**config.mk**
```make
export PLATFORM = sky130hd
export DESIGN_NAME = writeback_branch_flat
export DESIGN_NICKNAME = d
export VERILOG_FILES = /design/src/rtl/writeback_branch_pkg.sv /design/src/rtl/writeback_branch_if.sv /design/src/rtl/writeback_branch_cond_eval.sv /design/src/rtl/writeback_branch.sv /design/src/flat_wrapper.sv
export SDC_FILE = /design/constraint.sdc
export NUM_CORES = 1
export LEC_CHECK = 0
export BUFFER_PORTS_ARGS = -buffer_cell sky130_fd_sc_hd__clkbuf_2
export CAP_MARGIN = 10
export CORE_ASPECT_RATIO = 0.8
export CORE_MARGIN = 3
export CORE_UTILIZATION = 45
export CTS_BUF_LIST = sky130_fd_sc_hd__clkbuf_16
export DETAILED_ROUTE_END_ITERATION = 16
export GPL_TIMING_DRIVEN = 0
export MAX_ROUTING_LAYER = met4
export PLACE_DENSITY = 0.91
export SKIP_LAST_GASP = 1
export SLEW_MARGIN = 20
export SYNTH_ARGS = -nofsm -noshare
export SYNTH_HDL_FRONTEND = slang
export SYNTH_SLANG_ARGS = --single-unit
```
**constraint.sdc**
```tcl
create_clock -name clk -period 3.9 [get_ports clk]
set_input_delay 0.195 -clock clk [delete_from_list [all_inputs] [get_ports clk]]
set_output_delay 0.195 -clock clk [all_outputs]
set_load 0.02 [all_outputs]
```
**src/rtl/writeback_branch_pkg.sv**
```systemverilog
// Shared widths, flag positions and condition codes for writeback_branch.
// Also provides the flag-extraction helper used by the writeback stage.
package writeback_branch_pkg;

    localparam int P_WIDTH         = 48;
    localparam int DATAWIDTH       = 32;
    localparam int REG_ADDR_WIDTH  = 5;
    localparam int IM_ADDR_WIDTH   = 16;
    localparam int COND_CODE_WIDTH = 4;
    localparam int CNT_W           = 4;

    localparam int FLAG_N = 3;
    localparam int FLAG_Z = 2;
    localparam int FLAG_C = 1;
    localparam int FLAG_V = 0;

    typedef enum logic [COND_CODE_WIDTH-1:0] {
        CC_EQ = 4'h0,
        CC_NE = 4'h1,
        CC_CS = 4'h2,
        CC_CC = 4'h3,
        CC_MI = 4'h4,
        CC_PL = 4'h5,
        CC_VS = 4'h6,
        CC_VC = 4'h7,
        CC_HI = 4'h8,
        CC_LS = 4'h9,
        CC_GE = 4'hA,
        CC_LT = 4'hB,
        CC_GT = 4'hC,
        CC_LE = 4'hD,
        CC_AL = 4'hE,
        CC_NV = 4'hF
    } cond_e;

    typedef enum logic {
        S_IDLE  = 1'b0,
        S_FLUSH = 1'b1
    } wb_state_e;

    // {N,Z,C,V} from an ALU result; bit 32 is the carry-out.
    function automatic logic [3:0] flags_of(input logic [32:0] p);
        logic [3:0] f;
        f         = '0;
        f[FLAG_N] = p[31];
        f[FLAG_Z] = (p[31:0] == 32'd0);
        f[FLAG_C] = p[32];
        f[FLAG_V] = p[32] ^ p[31];
        return f;
    endfunction

endpackage

```
**src/rtl/writeback_branch_if.sv**
```systemverilog
// Execute-to-writeback bundle plus the writeback outputs.
// master: execute side / bench; slave: writeback_branch.
interface writeback_branch_if;
    import writeback_branch_pkg::*;

    logic [P_WIDTH-1:0]         p_i;
    logic                       regfile_we_w_i;
    logic                       regfile_we_uhw_i;
    logic [REG_ADDR_WIDTH-1:0]  regfile_addr_i;
    logic                       branchen_i;
    logic [COND_CODE_WIDTH-1:0] condcode_i;
    logic [IM_ADDR_WIDTH-1:0]   branchtrgt_i;
    logic                       sr_we_i;

    logic                       rf_we_w_o;
    logic                       rf_we_uhw_o;
    logic [REG_ADDR_WIDTH-1:0]  rf_addr_o;
    logic [DATAWIDTH-1:0]       rf_data_o;
    logic [3:0]                 sr_o;
    logic                       pc_redirect_o;
    logic [IM_ADDR_WIDTH-1:0]   pc_target_o;
    logic                       flushing_o;

    modport master (
        output p_i, regfile_we_w_i, regfile_we_uhw_i, regfile_addr_i,
        output branchen_i, condcode_i, branchtrgt_i, sr_we_i,
        input  rf_we_w_o, rf_we_uhw_o, rf_addr_o, rf_data_o,
        input  sr_o, pc_redirect_o, pc_target_o, flushing_o
    );

    modport slave (
        input  p_i, regfile_we_w_i, regfile_we_uhw_i, regfile_addr_i,
        input  branchen_i, condcode_i, branchtrgt_i, sr_we_i,
        output rf_we_w_o, rf_we_uhw_o, rf_addr_o, rf_data_o,
        output sr_o, pc_redirect_o, pc_target_o, flushing_o
    );

endinterface

```
**src/rtl/writeback_branch_cond_eval.sv**
```systemverilog
// Combinational branch-condition evaluator.
// Ports: cond (4-bit code), flags ({N,Z,C,V}) in; taken out.
module writeback_branch_cond_eval
    import writeback_branch_pkg::*;
(
    input  logic [COND_CODE_WIDTH-1:0] cond,
    input  logic [3:0]                 flags,
    output logic                       taken
);

    logic n, z, c, v;

    assign n = flags[FLAG_N];
    assign z = flags[FLAG_Z];
    assign c = flags[FLAG_C];
    assign v = flags[FLAG_V];

    always_comb begin
        taken = 1'b0;
        unique case (cond_e'(cond))
            CC_EQ: taken = z;
            CC_NE: taken = !z;
            CC_CS: taken = c;
            CC_CC: taken = !c;
            CC_MI: taken = n;
            CC_PL: taken = !n;
            CC_VS: taken = v;
            CC_VC: taken = !v;
            CC_HI: taken = c && !z;
            CC_LS: taken = !c || z;
            CC_GE: taken = (n == v);
            CC_LT: taken = (n != v);
            CC_GT: taken = !z && (n == v);
            CC_LE: taken = z || (n != v);
            CC_AL: taken = 1'b1;
            CC_NV: taken = 1'b0;
        endcase
    end

endmodule

```
**src/rtl/writeback_branch.sv**
```systemverilog
// Writeback stage: flag register, branch resolve/redirect, squash window.
// Ports: clk, rst (sync, active-high), bus (writeback_branch_if.slave).
// Option WB_SR_BYPASS_EN: compare-and-branch sees its own new flags.
module writeback_branch
    import writeback_branch_pkg::*;
#(
    parameter int FLUSH_DEPTH = 8
) (
    input logic              clk,
    input logic              rst,
    writeback_branch_if.slave bus
);

    wb_state_e                state_q, state_d;
    logic [CNT_W-1:0]         cnt_q, cnt_d;

    logic                     we_w_q;
    logic                     we_uhw_q;
    logic [REG_ADDR_WIDTH-1:0] addr_q;
    logic [DATAWIDTH-1:0]     data_q;
    logic [3:0]               sr_q;
    logic                     redirect_q;
    logic [IM_ADDR_WIDTH-1:0] target_q;

    logic [3:0]               new_flags;
    logic [3:0]               cond_flags;
    logic                     cond_true;
    logic                     live;
    logic                     take;
    logic                     unused_p_hi;

    assign new_flags   = flags_of(bus.p_i[32:0]);
    assign unused_p_hi = ^bus.p_i[P_WIDTH-1:33];

`ifdef WB_SR_BYPASS_EN
    assign cond_flags = (bus.sr_we_i && bus.branchen_i) ? new_flags : sr_q;
`else
    assign cond_flags = sr_q;
`endif

    writeback_branch_cond_eval u_cond_eval (
        .cond  (bus.condcode_i),
        .flags (cond_flags),
        .taken (cond_true)
    );

    // Anything arriving while the window is open is a wrong-path op.
    assign live = (state_q == S_IDLE);
    assign take = live && bus.branchen_i && cond_true;

    always_comb begin
        state_d = state_q;
        cnt_d   = cnt_q;
        unique case (1'b1)
            (state_q == S_IDLE): begin
                if (take) begin
                    state_d = S_FLUSH;
                    cnt_d   = CNT_W'(FLUSH_DEPTH - 1);
                end
            end
            (state_q == S_FLUSH): begin
                cnt_d = cnt_q - 1'b1;
                if (cnt_q == '0) begin
                    state_d = S_IDLE;
                    cnt_d   = '0;
                end
            end
            default: begin
                state_d = S_IDLE;
                cnt_d   = '0;
            end
        endcase
    end

    always_ff @(posedge clk) begin
        if (rst) begin
            state_q <= S_IDLE;
            cnt_q   <= '0;
        end else begin
            state_q <= state_d;
            cnt_q   <= cnt_d;
        end
    end

    always_ff @(posedge clk) begin
        if (rst) begin
            we_w_q     <= 1'b0;
            we_uhw_q   <= 1'b0;
            addr_q     <= '0;
            data_q     <= '0;
            sr_q       <= '0;
            redirect_q <= 1'b0;
            target_q   <= '0;
        end else begin
            we_w_q     <= live && bus.regfile_we_w_i;
            we_uhw_q   <= live && bus.regfile_we_uhw_i;
            addr_q     <= bus.regfile_addr_i;
            data_q     <= bus.p_i[DATAWIDTH-1:0];
            redirect_q <= take;
            target_q   <= take ? bus.branchtrgt_i : '0;
            if (live && bus.sr_we_i) begin
                sr_q <= new_flags;
            end
        end
    end

    assign bus.rf_we_w_o     = we_w_q;
    assign bus.rf_we_uhw_o   = we_uhw_q;
    assign bus.rf_addr_o     = addr_q;
    assign bus.rf_data_o     = data_q;
    assign bus.sr_o          = sr_q;
    assign bus.pc_redirect_o = redirect_q;
    assign bus.pc_target_o   = target_q;
    assign bus.flushing_o    = (state_q == S_FLUSH);

endmodule

```
**src/flat_wrapper.sv**
```systemverilog
// flat-port wrapper written by rule: the top's interface ports become plain ports
module writeback_branch_flat import writeback_branch_pkg::*;
#(
    parameter int FLUSH_DEPTH = 8
)
  (clk, rst, bus_p_i, bus_regfile_we_w_i, bus_regfile_we_uhw_i, bus_regfile_addr_i, bus_branchen_i, bus_condcode_i, bus_branchtrgt_i, bus_sr_we_i, bus_rf_we_w_o, bus_rf_we_uhw_o, bus_rf_addr_o, bus_rf_data_o, bus_sr_o, bus_pc_redirect_o, bus_pc_target_o, bus_flushing_o);
  writeback_branch_if bus_i ();
  input logic clk;
  input logic rst;
  input wire logic [$bits(bus_i.p_i)-1:0] bus_p_i;
  input wire logic [$bits(bus_i.regfile_we_w_i)-1:0] bus_regfile_we_w_i;
  input wire logic [$bits(bus_i.regfile_we_uhw_i)-1:0] bus_regfile_we_uhw_i;
  input wire logic [$bits(bus_i.regfile_addr_i)-1:0] bus_regfile_addr_i;
  input wire logic [$bits(bus_i.branchen_i)-1:0] bus_branchen_i;
  input wire logic [$bits(bus_i.condcode_i)-1:0] bus_condcode_i;
  input wire logic [$bits(bus_i.branchtrgt_i)-1:0] bus_branchtrgt_i;
  input wire logic [$bits(bus_i.sr_we_i)-1:0] bus_sr_we_i;
  output wire logic [$bits(bus_i.rf_we_w_o)-1:0] bus_rf_we_w_o;
  output wire logic [$bits(bus_i.rf_we_uhw_o)-1:0] bus_rf_we_uhw_o;
  output wire logic [$bits(bus_i.rf_addr_o)-1:0] bus_rf_addr_o;
  output wire logic [$bits(bus_i.rf_data_o)-1:0] bus_rf_data_o;
  output wire logic [$bits(bus_i.sr_o)-1:0] bus_sr_o;
  output wire logic [$bits(bus_i.pc_redirect_o)-1:0] bus_pc_redirect_o;
  output wire logic [$bits(bus_i.pc_target_o)-1:0] bus_pc_target_o;
  output wire logic [$bits(bus_i.flushing_o)-1:0] bus_flushing_o;
  assign bus_i.p_i = bus_p_i;
  assign bus_i.regfile_we_w_i = bus_regfile_we_w_i;
  assign bus_i.regfile_we_uhw_i = bus_regfile_we_uhw_i;
  assign bus_i.regfile_addr_i = bus_regfile_addr_i;
  assign bus_i.branchen_i = bus_branchen_i;
  assign bus_i.condcode_i = bus_condcode_i;
  assign bus_i.branchtrgt_i = bus_branchtrgt_i;
  assign bus_i.sr_we_i = bus_sr_we_i;
  assign bus_rf_we_w_o = bus_i.rf_we_w_o;
  assign bus_rf_we_uhw_o = bus_i.rf_we_uhw_o;
  assign bus_rf_addr_o = bus_i.rf_addr_o;
  assign bus_rf_data_o = bus_i.rf_data_o;
  assign bus_sr_o = bus_i.sr_o;
  assign bus_pc_redirect_o = bus_i.pc_redirect_o;
  assign bus_pc_target_o = bus_i.pc_target_o;
  assign bus_flushing_o = bus_i.flushing_o;
  writeback_branch #(.FLUSH_DEPTH(FLUSH_DEPTH)) u_core (.clk(clk), .rst(rst), .bus(bus_i));
endmodule
```
==> qor.txt <==
fmax - 0.588 GHz
fillers - 352
die width - 85.3 um
Initial Utilization - 0.480
Flop pwr share - 0.418
final hold violation count - 0
Design Power - 1.73 mW
top-count cell post-synth - dfxtp_1
Synth area leaders - dfxtp_1, nor2b_1, a21boi_2, nor4_1, nor2_1
YS warnings - 0
Mean Syn Cell Area - 11.2 um^2
EDFF count, synth - 0
commonest cells in the netlist - dfxtp_1, nor2b_1, a21boi_2
Async SR Flop Fraction - 0
Post-CTS Hold Buffers - 0
CTS tree - built
R2R Setup Slk - 2.20 ns
relative slew slack - 0.683
CTS Buffer Depth - 2
Clk pwr share - 0.460
R2R depth - 6
buffer type at the clock tree root - clkbuf_16
final core utilization - 0.690
sequential element share of the synthesized area - 0.576
dominant cell type by area after synthesis - dfxtp_1
WS Path Type - flip-flop to flip-flop
P&R area growth vs syn - 43.7%
Mapped Cells - 201
initial antenna violation count - 0
Inst Count DP - 383
area share of the largest cell type after synthesis - 0.576
area of the multi-input gates - 886 um^2
I/O pin cnt - 140
CP required - 4.08 ns
Total Wirelength - 5220 um
CP startpoint kind - flip-flop
proportion of layout cells with a drive suffix above 1 - 0.476
post-route ant nets - 0
reg-to-reg startpoint - u_core.bus.sr_o[2]
initial drt markers - 61
residual DRC count - 0
skew final - 0.00430 ns
Worst VDD drop - 0.000450 V
hold endpoint - u_core.bus.rf_addr_o[2]
Net Sw Frac - 0.224
Slew Limit Fails - 0
hpwl dp - 4090 um
clock period minus worst slack - 1.70 ns
largest net degree at the start of global routing - 11
Layout Cells excl Fill - 398
First-pass DRT Iterations - 4
DR WL/cell - 13.1 um
grt total ovfl - 0
first-pass GRT wire length - 8480 um
Hold Path Stages - 2
Cell Rows - 22
core area - 0.00471 mm^2
area occupied by registers - 0.00130 mm^2
H-tree Lvls - 3
post-synth cell types - 37
status - finished clean
worst reg2reg endpoint - u_core.bus.flushing_o
antenna fix cells - 0
Combinational Power Share - 0.122
switching power - 389 uW
DIE HEIGHT - 69.4 um
drt via density - 4.83
vias in the first global route - 1911
hold path startpoint - bus_regfile_addr_i[2]
crit path max fanout - 10
max-cap violations - 0
Post-CTS Repair Setup Buffers - 0
post-CTS resize count - 0
Final period util - 0.436
clk sink count - 65
Leakage - 1.53 nW
Cell Int Power - 1.34 mW
final-stage net count - 413
total CTS buffers - 9
# port buffers - 122
latest clock arrival within the worst-skew pair - 0.31 ns
synthesized cell area - 0.00226 mm^2
routability-driven placement congestion ratio - 0.834
RSZ-0062 raised after global routing - false
PD cells - 533 mW/mm^2
die area - 0.00592 mm^2
clock-pin slew on the worst setup and hold paths - 0.05 ns
Worst Tran Pin Value - 0.476 ns
via count - 1921
Synth Flop Type - dfxtp_1
Setup violations, final - 0
count of state elements after synthesis - 65
setup TNS - 0 ns
Critical Path End Type - flip-flop
Syn Nets - 280
crit path DAT - 1.88 ns
gr usage total - 0.185
HP Class - input pin to flip-flop
==> worst max path at each step <==
stage / startpoint / to
floorplan: u_core.bus.sr_o[2] / u_core.cnt_q[2]
global placement: u_core.bus.sr_o[2] / u_core.cnt_q[2]
detailed placement: u_core.bus.sr_o[2] / u_core.cnt_q[2]
CTS: u_core.bus.sr_o[2] / u_core.cnt_q[2]
global route: u_core.bus.sr_o[2] / u_core.cnt_q[2]
finish: u_core.bus.sr_o[2] / u_core.bus.flushing_o
==> placed cells by master (no fill, tap or decap), types with 2 or more instances in the layout <==
master	instances
clkbuf_1	7
nor2_1	10
mux2_2	2
xnor2_1	2
o21ai_0	4
bufinv_16	2
clkbuf_16	9
nor4_1	8
o211ai_1	4
nor2b_1	42
a21boi_2	15
buf_4	2
dfxtp_1	65
clkbuf_2	123
buf_6	2
nand4_1	2
a211oi_1	2
nand2_1	6
nor3b_1	4
a21oi_1	2
inv_1	2
mux2i_1	3
==> cell families (layout without fill, tap and decap cells) <==
logic type / count (synthesis) / after routing / share of synthesized area
AND/OR/NAND/NOR: 76 / 76 / 0.196
flip-flops: 65 / 65 / 0.576
AO/OA/AOI/OAI: 39 / 39 / 0.160
buffers and inverters: 13 / 150 / 0.0326
multiplexers: 6 / 6 / 0.0282
XOR/XNOR: 2 / 2 / 0.00775
==> per-stage QoR <==
stage / setup slack, ns / hold slack [ns] / instance area, um^2
2_1_floorplan: 2.29 / 0.323 / 2260
3_3_place_gp: 2.23 / 0.410 / 2950
3_5_place_dp: 2.19 / 0.414 / 2950
4_1_cts: 2.18 / 0.0869 / 3250
5_1_grt: 2.06 / 0.103 / 3250
6_report: 2.20 / 0.0959 / 3250
==> power by group through the flow <==
| stage | Clock, mW | Combinational [mW] | Sequential (mW) |
|---|---|---|---|
| 4_1_cts | 0.814 | 0.213 | 0.724 |
| 3_5_place_dp | 0 | 0.212 | 0.737 |
| 6_report | 0.798 | 0.211 | 0.724 |
| 5_1_grt | 0.841 | 0.230 | 0.727 |
| 2_1_floorplan | 0 | 0.0850 | 0.778 |
| 3_3_place_gp | 0 | 0.208 | 0.735 |
==> per-layer routing <==
layer	vias up	routed length, um	share of wire	GRT usage
met4	0	48	0.0092	0.0580
met3	5	479	0.092	0.0618
met5	-	0	0	-
li1	961	-	-	-
met1	863	2260	0.43	0.218
met2	92	2430	0.47	0.297
==> final cells by class <==
class                      count  area share
buffer                        13      0.0227
sequential                    65       0.401
multi-input combinational    123       0.273
tap                           60      0.0231
clock buffer                   9      0.0693
timing repair buffer         122       0.188
clock inverter                 6      0.0235
==> worst max-delay path, cell delays in order (launching register included) <==
cell	delay (ns)
dfxtp_1	0.45
nor3b_1	0.09
a211oi_1	0.27
o32ai_2	0.14
o211ai_1	0.25
buf_4	0.25
o211ai_1	0.10
==> sequential cells by signal, summed over array words and instances, names as in the netlist <==
signal	count
u_core.bus.rf_addr_o	5
u_core.bus.rf_we_w_o	1
u_core.bus.rf_we_uhw_o	1
u_core.bus.rf_data_o	32
u_core.cnt_q	4
u_core.bus.flushing_o	1
u_core.bus.pc_redirect_o	1
u_core.bus.sr_o	4
u_core.bus.pc_target_o	16
No activity file was read; power rests on OpenSTA's default activity.
